--- config.mk ---
export PLATFORM = sky130hd
export DESIGN_NAME = adder
export DESIGN_NICKNAME = d
export VERILOG_FILES = /design/src/rtl/adder_pkg.sv /design/src/rtl/adder_cla4.sv /design/src/rtl/adder.sv
export SDC_FILE = /design/constraint.sdc
export NUM_CORES = 1
export LEC_CHECK = 0
export BUFFER_PORTS_ARGS = -buffer_cell sky130_fd_sc_hd__buf_2
export CAP_MARGIN = 20
export CORE_MARGIN = 3
export CORE_UTILIZATION = 44
export DETAILED_ROUTE_END_ITERATION = 6
export GPL_ROUTABILITY_DRIVEN = 0
export PLACE_DENSITY_LB_ADDON = 0.2
export SLEW_MARGIN = 20
export SYNTH_ARGS = -nofsm -noshare
export SYNTH_HDL_FRONTEND = slang
export SYNTH_SLANG_ARGS = --single-unit
--- constraint.sdc ---
create_clock -name clk -period 0.9 [get_ports clk]
set_clock_uncertainty 0.2 [all_clocks]
set_input_delay 0.135 -clock clk [delete_from_list [all_inputs] [get_ports clk]]
set_output_delay 0.135 -clock clk [all_outputs]
set_load 0.01 [all_outputs]
--- src/rtl/adder_pkg.sv ---
// Shared constants and types for the 16-bit carry-lookahead adder slice.
// Imported by the adder top, its cla4 group cell and the testbench.
package adder_pkg;

    localparam int ADD_WIDTH = 16;
    localparam int ADD_GROUP = 4;

    typedef logic [ADD_WIDTH-1:0] word_t;

    // Two's-complement overflow: like-signed operands gave an opposite-signed result.
    function automatic logic signedOverflow(input logic aMsb, input logic bMsb, input logic sMsb);
        return (aMsb == bMsb) && (sMsb != aMsb);
    endfunction

endpackage

--- src/rtl/adder_cla4.sv ---
// 4-bit carry-lookahead group: sum bits from internal lookahead carries, plus
// group generate/propagate that never depend on the incoming carry.
module cla4
    import adder_pkg::*;
(
    input  logic [ADD_GROUP-1:0] a,
    input  logic [ADD_GROUP-1:0] b,
    input  logic                 ci,
    output logic [ADD_GROUP-1:0] s,
    output logic                 g,
    output logic                 p
);

    logic [ADD_GROUP-1:0] bitG;
    logic [ADD_GROUP-1:0] bitP;
    logic [ADD_GROUP-1:0] bitC;

    assign bitG = a & b;
    assign bitP = a ^ b;

    // Every internal carry is a flat sum-of-products of ci, so no ripple inside the group.
    always_comb begin
        bitC    = '0;
        bitC[0] = ci;
        bitC[1] = bitG[0] | (bitP[0] & ci);
        bitC[2] = bitG[1] | (bitP[1] & bitG[0]) | (bitP[1] & bitP[0] & ci);
        bitC[3] = bitG[2] | (bitP[2] & bitG[1]) | (bitP[2] & bitP[1] & bitG[0])
                | (bitP[2] & bitP[1] & bitP[0] & ci);
    end

    assign s = bitP ^ bitC;

    assign g = bitG[3]
             | (bitP[3] & bitG[2])
             | (bitP[3] & bitP[2] & bitG[1])
             | (bitP[3] & bitP[2] & bitP[1] & bitG[0]);
    assign p = &bitP;

endmodule

--- src/rtl/adder.sv ---
// Registered WIDTH-bit adder built from cla4 groups with a group-level carry chain;
// produces carry-out, signed overflow, zero flag and a valid strobe one cycle later.
module adder
    import adder_pkg::*;
#(
    parameter int WIDTH = ADD_WIDTH,
    parameter int GROUP = ADD_GROUP
) (
    input  logic             clk,
    input  logic             rst_n,
    input  logic             in_valid,
    input  logic [WIDTH-1:0] x,
    input  logic [WIDTH-1:0] y,
    input  logic             cin,
    output logic [WIDTH-1:0] sum,
    output logic             cout,
    output logic             ovf,
    output logic             zero,
    output logic             out_valid
);

    localparam int NGROUPS = WIDTH / GROUP;

    logic [NGROUPS-1:0] grpG;
    logic [NGROUPS-1:0] grpP;
    logic [NGROUPS:0]   grpCarry;

    logic [WIDTH-1:0] sum_d;
    logic             cout_d;
    logic             ovf_d;
    logic             zero_d;

    logic [WIDTH-1:0] sum_q;
    logic             cout_q;
    logic             ovf_q;
    logic             zero_q;
    logic             outValid_q;

    for (genvar gi = 0; gi < NGROUPS; gi++) begin : gen_group
        cla4 u_cla4 (
            .a  (x[gi*GROUP +: GROUP]),
            .b  (y[gi*GROUP +: GROUP]),
            .ci (grpCarry[gi]),
            .s  (sum_d[gi*GROUP +: GROUP]),
            .g  (grpG[gi]),
            .p  (grpP[gi])
        );
    end

    // Group G/P are independent of the carry-in, so this chain has no combinational loop.
    always_comb begin
        grpCarry    = '0;
        grpCarry[0] = cin;
        for (int i = 0; i < NGROUPS; i++) begin
            grpCarry[i+1] = grpG[i] | (grpP[i] & grpCarry[i]);
        end
    end

    assign cout_d = grpCarry[NGROUPS];
    assign ovf_d  = signedOverflow(x[WIDTH-1], y[WIDTH-1], sum_d[WIDTH-1]);
    assign zero_d = ~|sum_d;

    // Result registers hold through idle cycles; only the valid strobe tracks in_valid every edge.
    always_ff @(posedge clk or negedge rst_n) begin
        if (!rst_n) begin
            sum_q      <= '0;
            cout_q     <= 1'b0;
            ovf_q      <= 1'b0;
            zero_q     <= 1'b0;
            outValid_q <= 1'b0;
        end else begin
            outValid_q <= in_valid;
            if (in_valid) begin
                sum_q  <= sum_d;
                cout_q <= cout_d;
                ovf_q  <= ovf_d;
                zero_q <= zero_d;
            end
        end
    end

    assign sum       = sum_q;
    assign cout      = cout_q;
    assign ovf       = ovf_q;
    assign zero      = zero_q;
    assign out_valid = outValid_q;

endmodule

==> flow_metrics.env <==
export IMPL_fp_dieH_um=63.8
export IMPL_crit_chain="buf_2, ha_1, a21o_1, a21o_1, o21ba_4, a221o_2, nand3_2, nand2_2, fa_2, nor4b_4, nand2_1, nor4_2, a41oi_2, a21oi_2"
export IMPL_routedWlPerCell_um=22.4
export IMPL_hold_violations=0
export IMPL_finalSetupViolCount=39
export IMPL_path_depth=14
export IMPL_ys_types=33
export IMPL_worstHoldPathCells=2
export IMPL_antenna_cells=0
export IMPL_cts_buffers=3
export IMPL_critPathMostFrequentCell="a21o_1"
export IMPL_cts_sinks=20
export IMPL_design_portCount=56
export IMPL_syn_area_per_cell_um2=10.2
export IMPL_cp_required_ns=0.94
export IMPL_cts_tree="done"
export IMPL_netSwitchingPower_w=0.00155
export IMPL_final_util_pct=93.3
export IMPL_cp_slowest_cell="fa_2"
export IMPL_die_area_um2=4070
export IMPL_antenna_left=0
export IMPL_final_min_clock_period_ns=3.06
export IMPL_worst_slack_ns=-2.16
export IMPL_worstSetupStartpointType="primary input"
export IMPL_drc=0
export IMPL_drv_cap=0
export IMPL_syn2layout_area_growth_pct=98.6
export IMPL_fp_dieW_um=63.8
export IMPL_fin_area_um2=2920
export IMPL_cpPeakStageDelay_ns=0.46
export IMPL_timing_final_crit_share_pct=340
export IMPL_clkSlewWorstSetupHoldPaths_ns=0.11
export IMPL_status="complete, but fails checks"
export IMPL_clk_path_buf_depth=2
export IMPL_synth_nets=200
export IMPL_slew_violations=0
export IMPL_crit_path_max_fanout=2
export IMPL_clk_latency_ns=0.30
export IMPL_p_int_w=0.00262
export IMPL_start_util_pct=47.0
export IMPL_grt_pass1_wl_um=9140
export IMPL_power_frac_clock_pct=10.6
export IMPL_crit_family="compound AO/OA/AOI/OAI gates"
export IMPL_drt_iter0_drc=107
export IMPL_htree_levels=1
export IMPL_p_comb_share_pct=60.1
export IMPL_rows=20
export IMPL_hold_ws_ns=0.00196
export IMPL_syn_cell_area_um2=1470
export IMPL_switching_share_pct=37.2
export IMPL_placed_area_um2=2320
export IMPL_reg2reg_depth=3
export IMPL_endpoint_kind="flop"
export IMPL_rsz0062_at_grt="yes"
export IMPL_drt_vias_per_instance=5.72
export IMPL_vias=1814
export IMPL_yosys_warnings=0
export IMPL_antenna_found_initial=0
export IMPL_place_port_buffers=55
export IMPL_path_class="primary input to flop"
export IMPL_fmax_mhz=326
export IMPL_p_per_area_nw_per_um2=1430
export IMPL_grt_start_max_net_pins=21
export IMPL_hp_class="primary input to flop"
export IMPL_drt_wl_total_um=7110
export IMPL_failed_checks="negative setup slack"
export IMPL_worstMarginPinSlew_ns=0.459
export IMPL_crit_arrival_ns=3.10
export IMPL_fin_nets=331
export IMPL_ys_ff_latch=20
export IMPL_slew_headroom_pct=69.4
export IMPL_drive_gt1_share_pct=72.5
export IMPL_yosysSeqAreaShare_pct=34.0
export IMPL_root_buffer="clkbuf_4"
export IMPL_core_um2=3130
export IMPL_stdcell_count=317
export IMPL_drt_first_pass_iters=4
export IMPL_p_leak_nw=1.40
export IMPL_dp_cells=287
export IMPL_reg2reg_setup_slack_ns=-0.30
export IMPL_place_hpwl_um=3470
export IMPL_grt_pass1_vias=1948
export IMPL_seqPwrFrac_pct=29.2
export IMPL_critical_path_buf_inv_count=1
export IMPL_fin_tns_setup_ns=-26.74
export IMPL_fillerInstances=100
export IMPL_syn_inst=144
export IMPL_overflow=0
export IMPL_grtUsageTotal_pct=29.0
export IMPL_peakVddDrop_uv=671
## worst reg2reg max path, cell delays in order (launching register included)
cell and delay [ns]:
dfrtp_1 0.42, nor2b_1 0.17, a21oi_1 0.21, a21oi_2 0.10
## cell usage after synthesis
cell	instances	share of area, %
mux2_2	9	6.9
o211ai_1	1	0.51
ha_1	16	14
dfrtp_1	20	34
o21a_1	1	0.51
a31o_2	1	0.60
a21o_1	4	2.0
a21oi_2	1	0.60
mux2_4	1	1.0
nand2_1	7	1.8
nor4b_1	1	0.60
clkbuf_1	3	0.77
mux2i_1	5	3.4
a221o_2	1	0.77
o21ai_1	3	1.0
nand3_1	3	1.0
fa_1	4	5.4
o22ai_1	1	0.43
a211oi_1	1	0.51
a21oi_1	14	4.8
a41oi_1	1	0.60
nor2_1	9	2.3
nor2b_1	1	0.43
xnor2_1	12	7.1
and4_1	1	0.60
inv_1	10	2.6
xor2_1	2	1.2
nor4_1	3	1.3
a31oi_1	3	1.3
nand4_1	2	0.85
buf_2	1	0.34
nand2b_1	1	0.43
o21ba_2	1	0.68
## placed cells by master (no fill, tap or decap), drive strengths merged, types with 2 or more instances in the layout
| master | netlist | layout |
|---|---|---|
| nor4 | 3 | 3 |
| a21o | 4 | 4 |
| ha | 16 | 16 |
| o21ai | 3 | 3 |
| fa | 4 | 4 |
| clkbuf | 3 | 3 |
| mux2 | 10 | 10 |
| nand2 | 7 | 7 |
| dfrtp | 20 | 20 |
| mux2i | 5 | 5 |
| a31oi | 3 | 3 |
| xor2 | 2 | 2 |
| inv | 10 | 10 |
| a21oi | 15 | 15 |
| nand3 | 3 | 3 |
| nor2 | 9 | 9 |
| xnor2 | 12 | 12 |
| nand4 | 2 | 2 |
| buf | 1 | 129 |
## per-layer routing
layer | global-route usage [%] | routed length, µm | up-vias | share of wire (%)
met5 | 0 | 0 | - | 0
met4 | 14.3 | 537 | 0 | 7.6
met3 | 2.28 | 387 | 49 | 5.4
met2 | 56.5 | 3760 | 112 | 53
met1 | 30.5 | 2420 | 875 | 34
li1 | - | - | 778 | -
## sequential cells by signal, indices dropped and copies added (netlist names)
name	count
zero	1
out_valid	1
cout	1
sum	16
ovf	1
## area by class of cell
type / count / area, µm² / share of cell area (%)
sequential: 20 / 500 / 17.1
timing repair buffer: 130 / 968 / 33.2
clock buffer: 3 / 22.5 / 0.772
inverter: 10 / 45.0 / 1.54
multi-input combinational: 110 / 1330 / 45.5
tap: 44 / 55.1 / 1.89
## final timing paths
path	startpoint	endpoint
setup / recovery	y[1]	zero
hold / removal	in_valid	out_valid
setup reg to reg	zero	zero
hold reg to reg	sum[10]	sum[10]
max in group asynchronous	rst_n	out_valid
min in group asynchronous	rst_n	sum[1]
## cells by family after synthesis
logic type	Yosys count	synth area share (%)
xor gates and xnor gates	14	8.34
adders and majority gates	20	19.1
muxes	15	11.3
AOI/OAI and AO/OA	33	14.3
DFF	20	34.0
buffers and inverters	14	3.66
and+or+nand+nor	28	9.28
## through the flow
stage	power, W	setup slack [ns]
6_report	0.00416	-2.16
3_5_place_dp	0.00286	-2.36
2_1_floorplan	0.00208	-2.00
5_1_grt	0.00436	-2.20
4_1_cts	0.00368	-1.97
3_3_place_gp	0.00279	-2.14
## power groups by stage
stage	Sequential, W	Combinational, W	Clock, W
2_1_floorplan	0.00130	0.000777	0
3_3_place_gp	0.00120	0.00159	0
3_5_place_dp	0.00122	0.00165	0
4_1_cts	0.00118	0.00209	0.000409
5_1_grt	0.00124	0.00264	0.000475
6_report	0.00122	0.00250	0.000442
## what timing repair did
| action | 4_1_cts | 5_1_grt |
|---|---|---|
| hold endpoints to repair | 21 | 0 |
| endpoints found under the setup margin | 39 | 39 |
| resized for setup | 49 | 17 |
| buffers inserted | 21 | 10 |
| pin swaps | 32 | 15 |
| hold buffers | 1 | 0 |
Power figures use the tool's default switching activity.
